===== src/rtl/uart_pkg.sv =====
// Shared state type and ASCII constants for the multi-byte UART frame transmitter.
package uart_pkg;

    typedef enum logic [2:0] {
        StIdle,
        StIssue,
        StWaitAck,
        StWaitIdle,
        StDone
    } state_e;

    localparam logic [7:0] ASCII_CR    = 8'h0D;
    localparam logic [7:0] ASCII_LF    = 8'h0A;
    localparam logic [7:0] ASCII_0     = 8'h30;
    localparam logic [7:0] ASCII_A_M10 = 8'h37;

endpackage


===== src/rtl/nibble_to_ascii.sv =====
// Combinational 4-bit to uppercase hex-ASCII character converter.
module nibble_to_ascii
    import uart_pkg::*;
(
    input  logic [3:0] i_nibble,
    output logic [7:0] o_ascii
);

    always_comb begin
        if (i_nibble < 4'd10) begin
            o_ascii = ASCII_0 + {4'h0, i_nibble};
        end else begin
            o_ascii = ASCII_A_M10 + {4'h0, i_nibble};
        end
    end

endmodule


===== src/rtl/uart_frame_tx.sv =====
// Serialises an NBYTES-wide word to a byte UART, MSB byte first, as raw bytes or hex-ASCII.
// Optional CR/LF terminator after every frame when UART_FRAME_TX_CRLF_EN is defined.
module uart_frame_tx
    import uart_pkg::*;
#(
    parameter int unsigned NBYTES      = 10,
    parameter int unsigned HEX_DEFAULT = 0
) (
    input  logic                  clk,
    input  logic                  rst,
    input  logic [8*NBYTES-1:0]   i_data,
    input  logic                  i_stb,
    input  logic                  i_hex,
    output logic                  o_busy,
    output logic                  o_done,
    output logic [7:0]            o_byte,
    output logic                  o_byte_stb,
    input  logic                  i_tx_busy
);

    localparam int unsigned W  = 8 * NBYTES;
    localparam int unsigned CW = $clog2(2 * NBYTES + 3);
`ifdef UART_FRAME_TX_CRLF_EN
    localparam int unsigned NTERM = 2;
`else
    localparam int unsigned NTERM = 0;
`endif
    localparam logic [CW-1:0] NRAW = CW'(NBYTES + NTERM);
    localparam logic [CW-1:0] NHEX = CW'(2 * NBYTES + NTERM);

    if (NBYTES < 1 || NBYTES > 32 || HEX_DEFAULT > 1) begin : g_bad_param
        $error("uart_frame_tx: NBYTES must be 1..32 and HEX_DEFAULT 0 or 1");
    end

    state_e          state_q, state_d;
    logic [W-1:0]    shift_q, shift_d;
    logic [CW-1:0]   cnt_q, cnt_d;
    logic            hex_q, hex_d;
    logic [7:0]      byte_q, byte_d;
    logic            stb_q, stb_d;
    logic            busy_q, busy_d;
    logic            done_q, done_d;

    logic [7:0]      hex_char;
    logic [7:0]      payload_char;
    logic [7:0]      cur_char;

    nibble_to_ascii u_nibble_to_ascii (
        .i_nibble (shift_q[W-1 -: 4]),
        .o_ascii  (hex_char)
    );

    assign payload_char = hex_q ? hex_char : shift_q[W-1 -: 8];

`ifdef UART_FRAME_TX_CRLF_EN
    // The last two counts of every frame carry the terminator.
    always_comb begin
        cur_char = payload_char;
        if (cnt_q == CW'(2)) begin
            cur_char = ASCII_CR;
        end else if (cnt_q == CW'(1)) begin
            cur_char = ASCII_LF;
        end
    end
`else
    assign cur_char = payload_char;
`endif

    always_ff @(posedge clk) begin
        if (rst) begin
            state_q <= StIdle;
        end else begin
            state_q <= state_d;
        end
    end

    always_comb begin
        state_d = state_q;
        unique case (state_q)
            StIdle:     if (i_stb) state_d = StIssue;
            StIssue:    if (!i_tx_busy) state_d = StWaitAck;
            StWaitAck:  if (i_tx_busy) state_d = StWaitIdle;
            StWaitIdle: if (!i_tx_busy) state_d = (cnt_q == CW'(1)) ? StDone : StIssue;
            StDone:     state_d = StIdle;
            default:    state_d = StIdle;
        endcase
    end

    always_comb begin
        shift_d = shift_q;
        cnt_d   = cnt_q;
        hex_d   = hex_q;
        byte_d  = byte_q;
        stb_d   = 1'b0;
        if (state_q == StIdle && i_stb) begin
            shift_d = i_data;
            hex_d   = i_hex;
            cnt_d   = i_hex ? NHEX : NRAW;
        end
        if (state_q == StIssue && !i_tx_busy) begin
            byte_d = cur_char;
            stb_d  = 1'b1;
        end
        if (state_q == StWaitIdle && !i_tx_busy) begin
            cnt_d   = cnt_q - CW'(1);
            shift_d = hex_q ? (shift_q << 4) : (shift_q << 8);
        end
        // Flags are registered from the next state so they line up with it.
        busy_d = state_d inside {StIssue, StWaitAck, StWaitIdle};
        done_d = (state_d == StDone);
    end

    always_ff @(posedge clk) begin
        if (rst) begin
            shift_q <= '0;
            cnt_q   <= '0;
            hex_q   <= 1'b0;
            byte_q  <= 8'h00;
            stb_q   <= 1'b0;
            busy_q  <= 1'b0;
            done_q  <= 1'b0;
        end else begin
            shift_q <= shift_d;
            cnt_q   <= cnt_d;
            hex_q   <= hex_d;
            byte_q  <= byte_d;
            stb_q   <= stb_d;
            busy_q  <= busy_d;
            done_q  <= done_d;
        end
    end

    assign o_busy     = busy_q;
    assign o_done     = done_q;
    assign o_byte     = byte_q;
    assign o_byte_stb = stb_q;

endmodule


===== config.mk =====
export PLATFORM = sky130hd
export DESIGN_NAME = uart_frame_tx
export DESIGN_NICKNAME = d
export VERILOG_FILES = /design/src/rtl/uart_pkg.sv /design/src/rtl/nibble_to_ascii.sv /design/src/rtl/uart_frame_tx.sv
export SDC_FILE = /design/constraint.sdc
export NUM_CORES = 1
export LEC_CHECK = 0
export ABC_AREA = 1
export BUFFER_PORTS_ARGS = -buffer_cell sky130_fd_sc_hd__buf_2
export CORE_UTILIZATION = 58
export CTS_BUF_LIST = sky130_fd_sc_hd__clkbuf_4 sky130_fd_sc_hd__clkbuf_8
export CTS_CLUSTER_DIAMETER = 150
export DETAILED_ROUTE_END_ITERATION = 10
export PLACE_DENSITY = 0.83
export SYNTH_ARGS = -nofsm -noshare
export SYNTH_HDL_FRONTEND = slang
export SYNTH_SLANG_ARGS = --single-unit

===== constraint.sdc =====
create_clock -name clk -period 1.7 [get_ports clk]
set_input_delay 0.34 -clock clk [delete_from_list [all_inputs] [get_ports clk]]
set_output_delay 0.34 -clock clk [all_outputs]
set_load 0.01 [all_outputs]

==> reports/results.tsv <==
stage	metric	value	unit
power_and_ir_drop	seq_power_share	50.0	%
detailed_routing	drt_drc_violations_left	0	
floorplanning	fp.dieW	96.6	microns
job	maxCapViolCount	0	
power_and_ir_drop	pwr-share-clk	29.8	%
yosys	ys_types	25	
clocking	cts_root_buf	clkbuf_8	
power_and_ir_drop	ir_drop	0.503	mV
timing	hold_viol_final	0	
timing	finalCritPeriodShare	89.4	%
global_route	track_usage	29.4	%
timing	post-route-min-period	1.52	ns
detailed_routing	dr.pass1.iters	6	
global_route	grt_pass1_vias	5187	
clocking	clk_pin_slew_worst_paths	0.10	ns
clocking	numClockSinks	100	
timing	slew_viol_final	0	
timing	skew	0.0115	ns
timing	tightest_slew	0.555	ns
finish	area_growth_syn_to_layout	14.2	%
yosys	synth.ff_latch_count	100	
worst_setup_path	end_kind	flop	
power_and_ir_drop	netSwitchingPower	1710	uW
place	gp_congestion	0.842	
yosys	ys_async_sr_fraction	0	%
clocking	cts_tree	built	
global_route	overflow	0	
yosys	yosysWarnings	0	
clocking	holdBufCountCts	0	
power_and_ir_drop	switching_share	30.9	%
yosys	synth_most_common_cell	nand2_1	
detailed_routing	drtIter0Drc	310	
detailed_routing	vias	5372	
timing	max_clock_freq	0.658	GHz
floorplanning	core_area	8680	sq um
place	port_buffers	95	
clocking	ctsResizeCount	0	
clocking	htree_levels	3	
floorplanning	ios	96	
yosys	syn_avg_cell_area	6.88	sq um
power_and_ir_drop	power_density	933	nW/um^2
yosys	synth-edff-count	0	
power_and_ir_drop	p_leak	0.00259	uW
yosys	synthCells	755	
yosys	synthTopCellsByCount	nand2_1 (145), o21ai_0 (109), dfxtp_1 (100), a21oi_1 (86), inv_1 (62)	
floorplanning	rows	34	
clocking	clockBufferDepth	2	
timing	max_slew_margin	63.0	%
timing	setup_violations	0	
yosys	synth_nets	843	
detailed_routing	wl_per_cell	14.5	microns
clocking	post_cts_buffers	0	
min_path	min_path_type	input pin to flop	
power_and_ir_drop	p_int	3820	uW
global_route	grt_pass1_wl	23.1	mm
floorplanning	start_util	59.9	%
worst_setup_path	arrival	1.81	ns
timing	rsz0062_at_grt	false	
floorplanning	die_area	9340	sq um
finish	layout.nets	907	
worst_setup_path	setup.worst_path.start_class	flop	
yosys	yosysTopAreaCell	dfxtp_1	
yosys	synth_area_leaders	dfxtp_1 (39%), o21ai_0 (11%), nand2_1 (10%)	
finish	num_antenna_cells	0	
yosys	ys.flop_type	dfxtp_1	
floorplanning	die_h	96.6	microns
yosys	ys_seq_area_share	38.5	%
detailed_routing	vias_per_cell	5.77	
global_route	grt_max_degree	57	
yosys	synth_area	5190	sq um
clocking	clk_latency	0.37	ns
worst_setup_path	criticalPathCategory	flop to flop	
timing	timing.setup.tns	0	ns
detailed_routing	drt-total-wl	13.5	mm
finish	layout-drive-gt1-share	18.0	%
worst_setup_path	path_max_fanout	21	
place	dp_hpwl	9.15	mm
yosys	synth_top_cell_area_share	38.5	%
clocking	cts_inserted_buffers	9	
finish	final_util	68.4	%
power_and_ir_drop	p_comb_share	20.3	%
worst_setup_path	cp_data_required_time	1.99	ns
worst_setup_path	r2r_setup_slack	0.18	ns
run_status	status	completed	
detailed_routing	postRouteAntennaNets	0	
global_route	antenna_found_initial	0	
## per-stage QoR
stage | power, uW | instance area (sq um) | setup WS [ns] | hold slack, ns | cells
after floorplan | 3560 | 5190 | 0.492 | 0.447 | 755
after global placement | 3860 | 5720 | 0.291 | 0.465 | 916
after detailed placement | 3910 | 5720 | 0.220 | 0.471 | 916
after CTS | 5530 | 5930 | 0.192 | 0.211 | 931
after global routing | 5820 | 5930 | 0.0771 | 0.219 | 931
final | 5530 | 5930 | 0.180 | 0.214 | 931
## per-layer routing
metal  global-route usage, %  vias to the layer above  part of all wire, %
li1                        -                     2689                    -
met1                    37.5                     2453                   44
met2                    49.8                      203                   48
met3                    4.34                       27                  5.8
met4                    11.9                        0                  2.3
met5                       0                        -                    0
## critical path, stage by stage, from the launching register on
cell	delay, ns
dfxtp_1	0.34
inv_2	0.14
nand3_2	0.25
nand2_2	0.23
buf_4	0.28
o21ai_1	0.09
a21oi_1	0.13
## layout make-up
class                           count  area (sq um)
Tap cell                          108           135
Sequential cell                   100          2000
Clock inverter                      6          88.8
Timing Repair Buffer              115           713
Multi-Input combinational cell    526          2620
Fill cell                         765          2750
Clock buffer                        9           124
Inverter                           67           251
## layout by cell type, fill, tap and decap left out, types with 5 or more instances in the layout
cell      Yosys  final
a21oi_1      86     86
a21oi_2       5      5
buf_12        0      7
buf_2        21     95
buf_4         3     13
clkbuf_8      0      9
dfxtp_1     100     99
inv_1        62     62
inv_2         4      5
nand2_1     145    145
nand3_1      25     25
nor2_1       32     32
o211ai_1     56     56
o21ai_0     109    109
o21ai_1      54     54
## sequential cells by signal, summed over array words and instances (netlist names)
name	flops
shift_q	80
o_byte	8
cnt_q	5
state_q	3
hex_q	1
o_busy	1
o_byte_stb	1
o_done	1
## path summary, 6_finish.rpt
check,start,depth (start not counted),end
setup reg to reg,state_q[0],6,shift_q[25]
hold reg to reg,shift_q[3],2,shift_q[3]
setup / recovery,state_q[0],6,shift_q[25]
hold / removal,i_data[1],3,shift_q[1]
## power groups by stage
stage / Combinational [uW] / Sequential, uW / Clock, uW
after floorplan: 800 / 2760 / 0
after global placement: 1060 / 2800 / 0
after detailed placement: 1110 / 2800 / 0
after CTS: 1110 / 2750 / 1660
after global routing: 1270 / 2790 / 1760
final: 1120 / 2760 / 1650
## logic make-up (layout without fill, tap and decap cells)
| family | Yosys count | in the layout | share of synthesized area, % |
|---|---|---|---|
| flops | 100 | 100 | 38.5 |
| compound gates | 311 | 311 | 33.1 |
| simple gates | 212 | 212 | 16.5 |
| buf+inv | 129 | 197 | 11.2 |
| fa+ha+maj | 3 | 3 | 0.723 |
(Power assumes the default switching activity.)
